--- config.mk ---
export PLATFORM = sky130hd
export DESIGN_NAME = ram_access_ctrl
export DESIGN_NICKNAME = d
export VERILOG_FILES = /design/src/rtl/ram_access_ctrl.sv
export SDC_FILE = /design/constraint.sdc
export NUM_CORES = 1
export LEC_CHECK = 0
export ABC_AREA = 1
export ABC_CLOCK_PERIOD_IN_PS = 1540
export CAP_MARGIN = 20
export CORE_UTILIZATION = 35
export CTS_BUF_LIST = sky130_fd_sc_hd__clkbuf_2 sky130_fd_sc_hd__clkbuf_4 sky130_fd_sc_hd__clkbuf_8
export CTS_CLUSTER_DIAMETER = 60
export DETAILED_ROUTE_END_ITERATION = 12
export HOLD_SLACK_MARGIN = 0.06
export PLACE_DENSITY_LB_ADDON = 0.3
export SLEW_MARGIN = 5
export SYNTH_ARGS = -nofsm -noshare
export SYNTH_HDL_FRONTEND = slang
export SYNTH_SLANG_ARGS = --single-unit
export TNS_END_PERCENT = 10
--- constraint.sdc ---
create_clock -name clk -period 1.54 [get_ports clk]
set_input_delay 0.231 -clock clk [delete_from_list [all_inputs] [get_ports clk]]
set_output_delay 0.231 -clock clk [all_outputs]
set_load 0.02 [all_outputs]
--- src/rtl/ram_access_ctrl.sv ---
// ram_access_ctrl
// Load/store sequencer sitting directly in front of a 64x16 RAM with a
// one-cycle registered read. One request (LOAD, STORE, MOVE) is in flight at
// a time; each accepted request produces exactly one response. MOVE copies
// mem[src] to mem[dst] with a read, a capture and a write.
module ram_access_ctrl #(
  parameter int ADDR_W = 6,
  parameter int DATA_W = 16,
  parameter int CNT_W  = 8
) (
  input  logic              clk,
  input  logic              reset,
  // request channel
  input  logic              req_valid,
  output logic              req_ready,
  input  logic [1:0]        req_op,
  input  logic [ADDR_W-1:0] req_addr,
  input  logic [ADDR_W-1:0] req_dst,
  input  logic [DATA_W-1:0] req_wdata,
  // response channel
  output logic              rsp_valid,
  input  logic              rsp_ready,
  output logic [DATA_W-1:0] rsp_data,
  output logic              rsp_err,
  // RAM side
  output logic              ram_read,
  output logic              ram_write,
  output logic [ADDR_W-1:0] ram_read_addr,
  output logic [ADDR_W-1:0] ram_write_addr,
  output logic [DATA_W-1:0] ram_data_in,
  input  logic [DATA_W-1:0] ram_data_out,
  // statistics
  output logic [CNT_W-1:0]  txn_count
);

  localparam logic [1:0] OP_LOAD  = 2'b00;
  localparam logic [1:0] OP_STORE = 2'b01;
  localparam logic [1:0] OP_MOVE  = 2'b10;

  localparam logic [CNT_W-1:0] CNT_ONE = {{(CNT_W-1){1'b0}}, 1'b1};

  // RD  : RAM read strobe issued
  // CAP : registered RAM data is valid, captured into data_q
  // WR  : RAM write strobe issued (STORE, second half of MOVE)
  // RSP : response held until the consumer takes it
  typedef enum logic [2:0] {
    IDLE = 3'd0,
    RD   = 3'd1,
    CAP  = 3'd2,
    WR   = 3'd3,
    RSP  = 3'd4
  } state_t;

  state_t              state_reg, state_next;
  logic [1:0]          op_q, op_next;
  logic [ADDR_W-1:0]   addr_q, addr_next;
  logic [ADDR_W-1:0]   dst_q, dst_next;
  logic [DATA_W-1:0]   data_q, data_next;
  logic                err_q, err_next;
  logic [CNT_W-1:0]    txn_q, txn_next;

  // State and datapath registers; an asynchronous reset drops any in-flight
  // request, so a pending write never reaches the RAM.
  always_ff @(posedge clk or posedge reset) begin
    if (reset) begin
      state_reg <= IDLE;
      op_q      <= '0;
      addr_q    <= '0;
      dst_q     <= '0;
      data_q    <= '0;
      err_q     <= 1'b0;
      txn_q     <= '0;
    end else begin
      state_reg <= state_next;
      op_q      <= op_next;
      addr_q    <= addr_next;
      dst_q     <= dst_next;
      data_q    <= data_next;
      err_q     <= err_next;
      txn_q     <= txn_next;
    end
  end

  // Next-state, register updates and strobes decoded from the current state.
  always_comb begin
    state_next = state_reg;
    op_next    = op_q;
    addr_next  = addr_q;
    dst_next   = dst_q;
    data_next  = data_q;
    err_next   = err_q;
    txn_next   = txn_q;
    req_ready  = 1'b0;
    rsp_valid  = 1'b0;
    ram_read   = 1'b0;
    ram_write  = 1'b0;

    unique case (state_reg)
      IDLE: begin
        req_ready = 1'b1;
        if (req_valid) begin
          op_next   = req_op;
          addr_next = req_addr;
          dst_next  = req_dst;
          unique case (req_op)
            OP_LOAD, OP_MOVE: begin
              state_next = RD;
            end
            OP_STORE: begin
              data_next  = req_wdata;
              state_next = WR;
            end
            default: begin
              // Reserved opcode: answer immediately with an error, touch no RAM.
              data_next  = '0;
              err_next   = 1'b1;
              state_next = RSP;
            end
          endcase
        end
      end

      RD: begin
        ram_read   = 1'b1;
        state_next = CAP;
      end

      CAP: begin
        data_next  = ram_data_out;
        state_next = (op_q == OP_MOVE) ? WR : RSP;
      end

      WR: begin
        ram_write  = 1'b1;
        state_next = RSP;
      end

      RSP: begin
        rsp_valid = 1'b1;
        if (rsp_ready) begin
          txn_next   = txn_q + CNT_ONE;
          err_next   = 1'b0;
          state_next = IDLE;
        end
      end

      default: begin
        state_next = IDLE;
      end
    endcase
  end

  // RAM addresses and write data always come straight from registers so the
  // RAM never sees X, even while its strobes are low.
  assign ram_read_addr  = addr_q;
  assign ram_write_addr = (op_q == OP_MOVE) ? dst_q : addr_q;
  assign ram_data_in    = data_q;

  assign rsp_data  = data_q;
  assign rsp_err   = err_q;
  assign txn_count = txn_q;

endmodule

; Word level (Yosys, flattened, before mapping)
; Cells that the tools add are included.
; W data, S select, Z words.
[classes]
add_sub_neg = 1
n_eq_ne = 11
mux = 17
n_reduce_logical = 11
[op_table]
columns = operator, count
row1 = $pmux W16 S2, 2
row2 = $mux W16, 1
row3 = $pmux W3 S5, 1
row4 = $mux W3, 3
row5 = $add A8 B1 Y8 const B, 1
row6 = $ne A2 B2 Y1 const B, 4
row7 = $mux W1, 7
row8 = $eq A3 B2 Y1 const B, 2
row9 = $mux W6, 1
row10 = $pmux W3 S2, 1
row11 = $reduce_and A2 Y1, 3
row12 = $eq A2 B2 Y1 const B, 2
row13 = $reduce_and A4 Y1, 1
row14 = $reduce_bool A2 Y1, 2
row15 = $eq A3 B1 Y1 const B, 1
row16 = $eq A3 B3 Y1 const B, 1
row17 = $logic_not A3 Y1, 1
row18 = $reduce_and A3 Y1, 1
row19 = $reduce_or A3 Y1, 1
row20 = $eq A2 B1 Y1 const B, 1
row21 = $logic_not A2 Y1, 1
row22 = $pmux W1 S2, 1
row23 = $reduce_or A2 Y1, 1
[word_totals]
ff_bits = 42
inputBits = 50

; Logic depth before layout (Yosys ltp)
; Gate-level depths: netlist of the first run.
[logic_depth]
ltp_word = 5
ltp_mapped = 8

; Worst setup path after synthesis of the first run
; Ideal clock, no wire load.
[synth_timing]
path_type = flip-flop to output port
start = register state_reg[0]
end = output ram_write
arrival_ps = 1327
required_ps = 1309
setup_slack_ps = -18
path_stages_with_launch = 5
path_buffers = 2
path_cell_list = dfrtp_1 inv_1 buf_2 buf_2 nor3_1
[synth_via]
elab_chain_len = 2
[synth_rtl]
columns = item, line_no
row1 = "start, declared", 54  ; state_t state_reg, state_next;
row2 = "start signal, assigned", 74  ; state_reg <= state_next;
row3 = $eq A3 B2 Y1, 98  ; unique case (state_reg)
row4 = $mux W1, 98
row5 = "end, declared", 27  ; output logic ram_write,
; Every way passes these cells.

; Final worst setup path of the first run
[layout_timing]
start = register addr_q[2] (netlist: ram_read_addr[2])
end = output ram_read_addr[2]
[layout_rtl]
columns = item, line_no
row1 = "start, declared", 56  ; logic [ADDR_W-1:0] addr_q, addr_next;
row2 = "start signal, assigned", 76  ; addr_q <= addr_next;
row3 = "end, declared", 28  ; output logic [ADDR_W-1:0] ram_read_addr,
; No word-level cell between the ends.

==> results of run 1 <==
placed cells by master, fill, tap and decap left out, types with 3 or more instances in the layout:
cell,instances
buf_12,4
buf_2,10
buf_4,23
clkbuf_8,6
clkdlybuf4s50_1,54
dfrtp_1,40
dlygate4sd2_1,11
dlymetal6s2s_1,31
inv_1,40
inv_2,3
nand2_1,128
nand3_1,40
nand4_1,3
nor2_1,21
o21ai_0,13
o21ai_1,6
xor2_1,4
stage by stage:
| stage | instance area, um^2 | TNS (ns) | total power [W] |
|---|---|---|---|
| after global routing | 3820 | -0.0148 | 0.00712 |
| after global placement | 3680 | -0.490 | 0.00604 |
| after floorplan | 2470 | 0 | 0.00427 |
| after CTS | 3730 | -0.0115 | 0.00671 |
| final | 3820 | 0 | 0.00661 |
| after detailed placement | 3680 | -0.583 | 0.00612 |
power breakdown:
part | switching, W | internal (W) | leakage [nW]
combinational | 0.00228 | 0.00173 | 1.86
sequential | 0.000314 | 0.00154 | 0.539
clock | 0.000367 | 0.000380 | 0.0517
timing repair:
| action | CTS | global route |
|---|---|---|
| gates cloned | 0 | 0 |
| pin swaps | 0 | 1 |
| resized for setup | 56 | 41 |
| setup endpoints to repair | 21 | 59 |
| setup buffers | 0 | 2 |
kinds of logic after synthesis:
group	after synthesis	share of synthesized area, %
simple gates	204	36.2
buf+inv	72	14.5
flops	42	42.6
compound gates	23	4.82
xor+xnor	4	1.42
fa+ha+maj	1	0.507
metal layers:
metal,wire [um],part of all wire [%],global-route usage (%)
met1,2870,45,21.4
met2,3110,48,33.1
met3,401,6.2,4.43
met4,50,0.78,3.79
met5,0,0,0
worst paths after layout:
| check | slack (ns) | startpoint | cells after the start | endpoint |
|---|---|---|---|---|
| max | 0.04 | ram_read_addr[2]$_DFFE_PP0P_ | 1 | ram_read_addr[2] |
| min | 0.28 | reset | 3 | ram_data_in[5]$_DFFE_PP0P_ |
| max reg2reg | 0.13 | state_reg[0]$_DFFE_PP0P_ | 7 | ram_data_in[5]$_DFFE_PP0P_ |
| min reg2reg | 0.48 | rsp_err$_DFFE_PP0P_ | 2 | rsp_err$_DFFE_PP0P_ |
| max in group asynchronous | 1.05 | reset | 3 | state_reg[2]$_DFFE_PP0P_ |
| min in group clk | 0.48 | req_addr[1] | 3 | ram_read_addr[1]$_DFFE_PP0P_ |
worst reg2reg max path: cells and delay by family, from the launching register on:
family / cells / cell delay, ns
buf+inv: 1 / 0.15
simple gates: 6 / 0.71
flops: 1 / 0.45
layout make-up:
class / count / area, um^2 / share of cell area (%)
timing repair buffer: 133 / 1330 / 34.7
tap: 96 / 120 / 3.14
inverter: 43 / 161 / 4.22
sequential: 42 / 1050 / 27.6
multi-input combinational: 232 / 1060 / 27.8
clock inverter: 1 / 5.00 / 0.131
clock buffer: 7 / 90.1 / 2.36
==> reports/metrics.cfg, run 1 <==
[sta]
maxSlewHeadroom_pct=83.6
tightest_slew_ns=0.246
grt_setup_unrepaired=yes
period_share_pct=97.6
setup_violations=0
drv_slew=0
max_freq_mhz=665
hold_viol_final=0
finalClockSkew_ns=0.00473
layout_min_cycle_time_ns=1.50
whs_ns=0.277
setup_ws_ns=0.0364

[clock_network]
max-clock-path-buffers=2
cts_max_level=2
tritoncts=yes
cts.clk_slew.worst_paths_ns=0.08
cts_buffers=5
postCtsHoldBufs=0
cts-root-buf=clkbuf_8
clkLatencyLatePin_ns=0.29
cts.sinks=42

[finish]
syn_to_final_growth_pct=54.9
finalNonFillerCells=554
fillers=655
nets=508
largest_reg_flops=16
n_antenna_cell=0
drive_gt1_share_pct=13.3
final_util_pct=56.2

[global_routing]
grt_pass1_wl_mm=10.6
overflow=0
antenna_found_initial=0
grt_pass1_vias=2390
grt_max_degree=43
track_usage_pct=18.1

[setup_path]
critPathCaptureType=output port
crit_type=reg2out
crit_path_start_kind=flop
critPathTopFamily=buffers and inverters
path_buf_inv=1
critPathMaxFanout=3
arrival_ns=1.27
worstPathRequired_ns=1.31
max_stage_delay_ns=0.61
slowest_stage=clkdlybuf4s50_1
crit_path_cell_trace=clkdlybuf4s50_1

[power_and_ir_drop]
ir_worst_vdd_v=0.00100
power_leakage_nw=2.45
p_per_area_nw_per_um2=1730

[yosys]
yosysMostFrequentCell=nand2_1
synth_area_leader_cell=dfrtp_1
synth_area_leaders=dfrtp_1 (43%), nand2_1 (19%), nand3_1 (8.1%)
ys_seq_elements=42
syn_avg_cell_area_um2=7.13
synth_flop_cell=dfrtp_1
synthesis.area_um2=2470
synth_common_cells=nand2_1 (128), dfrtp_1 (42), inv_1 (41)
ys_seq_area_share_pct=42.6
ys_types=26
synth_top_area_share_pct=42.6
yosysWarnings=0
synthCells=346
synth_edf_count=0
syn_nets=397
async_flop_share_pct=100

[floorplanning]
die_height_um=86.0
design.die.area_um2=7390
die_x_um=86.0
fp.coreArea_um2=6790
std_cell_rows=30
start_util_pct=36.3
io_pins=107

[placement]
pre_cts_ws_ns=-0.118
globalplace.congestion=0.794
placed_cells_incl_taps=544
port_buffers=106
dp_hpwl_mm=4.66

[drt]
drcViolationCount=0
via_per_inst=4.39
drt_iter0_drc=87
wl_mm=6.43
wire_per_inst_um=11.6
drt.antenna.violating_nets=0
num_vias=2432
first_pass_iters=4

[hold_path]
timing.hold.worst.class=in2async

[run_status]
outcome=complete, no violations

[run]
cap_viol_max_count=0

No activity file was read; power rests on OpenSTA's default activity.
==> run 2, diff against run 1 <==
Settings changed: CORE_MARGIN from default to 4.
==> reports/metrics.cfg, run 2 (synthesis results as in run 1) <==
[sta]
finalClockSkew_ns=0.00415  ; was 0.00473 ns
maxSlewHeadroom_pct=84.0  ; was 83.6%
setup_ws_ns=0.0604  ; was 0.0364 ns
max_freq_mhz=676  ; was 665 MHz
layout_min_cycle_time_ns=1.48  ; was 1.50 ns
whs_ns=0.284  ; was 0.277 ns
hold_viol_final=0  ; unchanged
grt_setup_unrepaired=no  ; was yes
setup_violations=0  ; unchanged
finalSetupTns_ns=0  ; unchanged
drv_slew=0  ; unchanged
period_share_pct=96.1  ; was 97.6%
tightest_slew_ns=0.240  ; was 0.246 ns

[clock_network]
clkLatencyLatePin_ns=0.29  ; about the same
cts_setup_buffers=0  ; unchanged
postCtsHoldBufs=0  ; unchanged
cts_buffers=5  ; unchanged
cts.clk_slew.worst_paths_ns=0.08  ; about the same
cts.sinks=42  ; unchanged
cts_max_level=2  ; unchanged
cts-root-buf=clkbuf_8  ; unchanged
tritoncts=yes  ; unchanged
max-clock-path-buffers=2  ; unchanged

[placement]
globalplace.congestion=0.758  ; was 0.794
port_buffers=106  ; unchanged
place_area_um2=3680  ; unchanged
pre_cts_ws_ns=-0.0960  ; was -0.118 ns
dp_hpwl_mm=5.08  ; was 4.66 mm

[floorplanning]
std_cell_rows=30  ; unchanged
die_x_um=92.0  ; was 86.0 um
fp.coreArea_um2=6830  ; was 6790 um^2
die_height_um=92.0  ; was 86.0 um
start_util_pct=36.1  ; was 36.3%
design.die.area_um2=8460  ; was 7390 um^2
io_pins=107  ; unchanged

[setup_path]
critPathCaptureType=output port  ; unchanged
arrival_ns=1.25  ; was 1.27 ns
critPathMaxFanout=4  ; was 3
r2r_start=state_reg[0]$_DFFE_PP0P_  ; unchanged
worstPathRequired_ns=1.31  ; about the same
crit_type=reg2out  ; unchanged
crit_path_start_kind=flop  ; unchanged
startpoint=state_reg[0]$_DFFE_PP0P_  ; was ram_read_addr[2]$_DFFE_PP0P_

[finish]
final_area_um2=3820  ; about the same
syn_to_final_growth_pct=55.0  ; was 54.9%
mostFrequentLayoutCell=nand2_1  ; unchanged
drive_gt1_share_pct=14.0  ; was 13.3%
nets=506  ; was 508
final_cell_mix=nand2_1 (127), clkdlybuf4s50_1 (50), dfrtp_1 (40), inv_1 (39), nand3_1 (39)  ; was nand2_1 (128), clkdlybuf4s50_1 (54), inv_1 (40), nand3_1 (40), dfrtp_1 (40)
n_antenna_cell=0  ; unchanged
largest_reg_flops=16  ; unchanged

[drt]
wire_per_inst_um=12.1  ; was 11.6 um
top_layer_used=met4  ; unchanged
m1WireLength_mm=2.94  ; was 2.87 mm
num_vias=2474  ; was 2,432
first_pass_iters=4  ; unchanged
drcViolationCount=0  ; unchanged
via_per_inst=4.48  ; was 4.39
wl_met3_um=422  ; was 401 um
drt.antenna.violating_nets=0  ; unchanged
drt_iter0_drc=54  ; was 87
wl_mm=6.69  ; was 6.43 mm
met2WireLength_mm=3.28  ; was 3.11 mm

[power_and_ir_drop]
ir_worst_vdd_v=0.00100  ; about the same
power_leakage_nw=2.44  ; was 2.45 nW
p_total_w=0.00669  ; was 0.00661 W
p_per_area_nw_per_um2=1750  ; was 1730 nW/um^2

[global_routing]
track_usage_pct=15.8  ; was 18.1%
grt_max_degree=43  ; unchanged
antenna_found_initial=0  ; unchanged
grt_pass1_wl_mm=10.9  ; was 10.6 mm
overflow=0  ; unchanged
grt_pass1_vias=2309  ; was 2,390

[run_status]
outcome=complete, no violations  ; unchanged

[hold_path]
timing.hold.worst.class=in2async  ; unchanged

[run]
cap_viol_max_count=0  ; unchanged

## run 2: cell types whose count changed in the layout (fill, tap and decap cells not counted), moves of 2 or more
| cell | previous run | this run |
|---|---|---|
| o21ai_2 | 0 | 2 |
| buf_2 | 10 | 6 |
| dlymetal6s2s_1 | 31 | 28 |
| dlygate4sd2_1 | 11 | 18 |
| buf_6 | 0 | 2 |
| clkdlybuf4s50_1 | 54 | 50 |
## run 2: final cells by class
class	instances	area (um^2)
clock buffer	5	68.8
clock inverter	3	40.0
fill	657	3010
inverter	43	161
multi-input combinational	232	1080
sequential	42	1050
tap	96	120
timing repair buffer	131	1300
## run 2: repair_timing
item                       4_1_cts  5_1_grt
resized for setup               62       44
setup endpoints to repair       31       54
pin swaps                        0        1
## run 2: path summary, 6_finish.rpt
path / end / slack, ns / depth (start not counted)
worst max register to register: ram_data_in[14]$_DFFE_PP0P_ / 0.11 / 8
min in group clk: ram_read_addr[5]$_DFFE_PP0P_ / 0.47 / 3
worst min-delay path: ram_data_in[4]$_DFFE_PP0P_ / 0.28 / 3
worst min register to register: rsp_err$_DFFE_PP0P_ / 0.49 / 2
max in group asynchronous: state_reg[1]$_DFFE_PP0P_ / 1.03 / 3
worst max-delay path: ram_write / 0.06 / 3
## run 2: worst max-delay path: stages, from the launching register on
cell             delay, ns
dfrtp_2               0.41
inv_1                 0.09
nor3_2                0.17
clkdlybuf4s15_2       0.29
## run 2: layer usage
layer	vias up	track usage (%)
met4	0	3.84
li1	1271	-
met3	5	4.02
met2	73	27.3
met1	1125	19.8
met5	-	0
## run 2: where the power goes
part | switching (W) | leakage, nW | internal [W]
Combinational | 0.00230 | 1.84 | 0.00167
Sequential | 0.000310 | 0.539 | 0.00154
Clock | 0.000382 | 0.0579 | 0.000477
## run 2: metrics by stage
| step | instances | utilization, % |
|---|---|---|
| after floorplan | 346 | - |
| after global placement | 544 | 53.9 |
| after detailed placement | 544 | 53.9 |
| after CTS | 552 | 54.7 |
| after global routing | 552 | 56.0 |
| final | 552 | 56.0 |
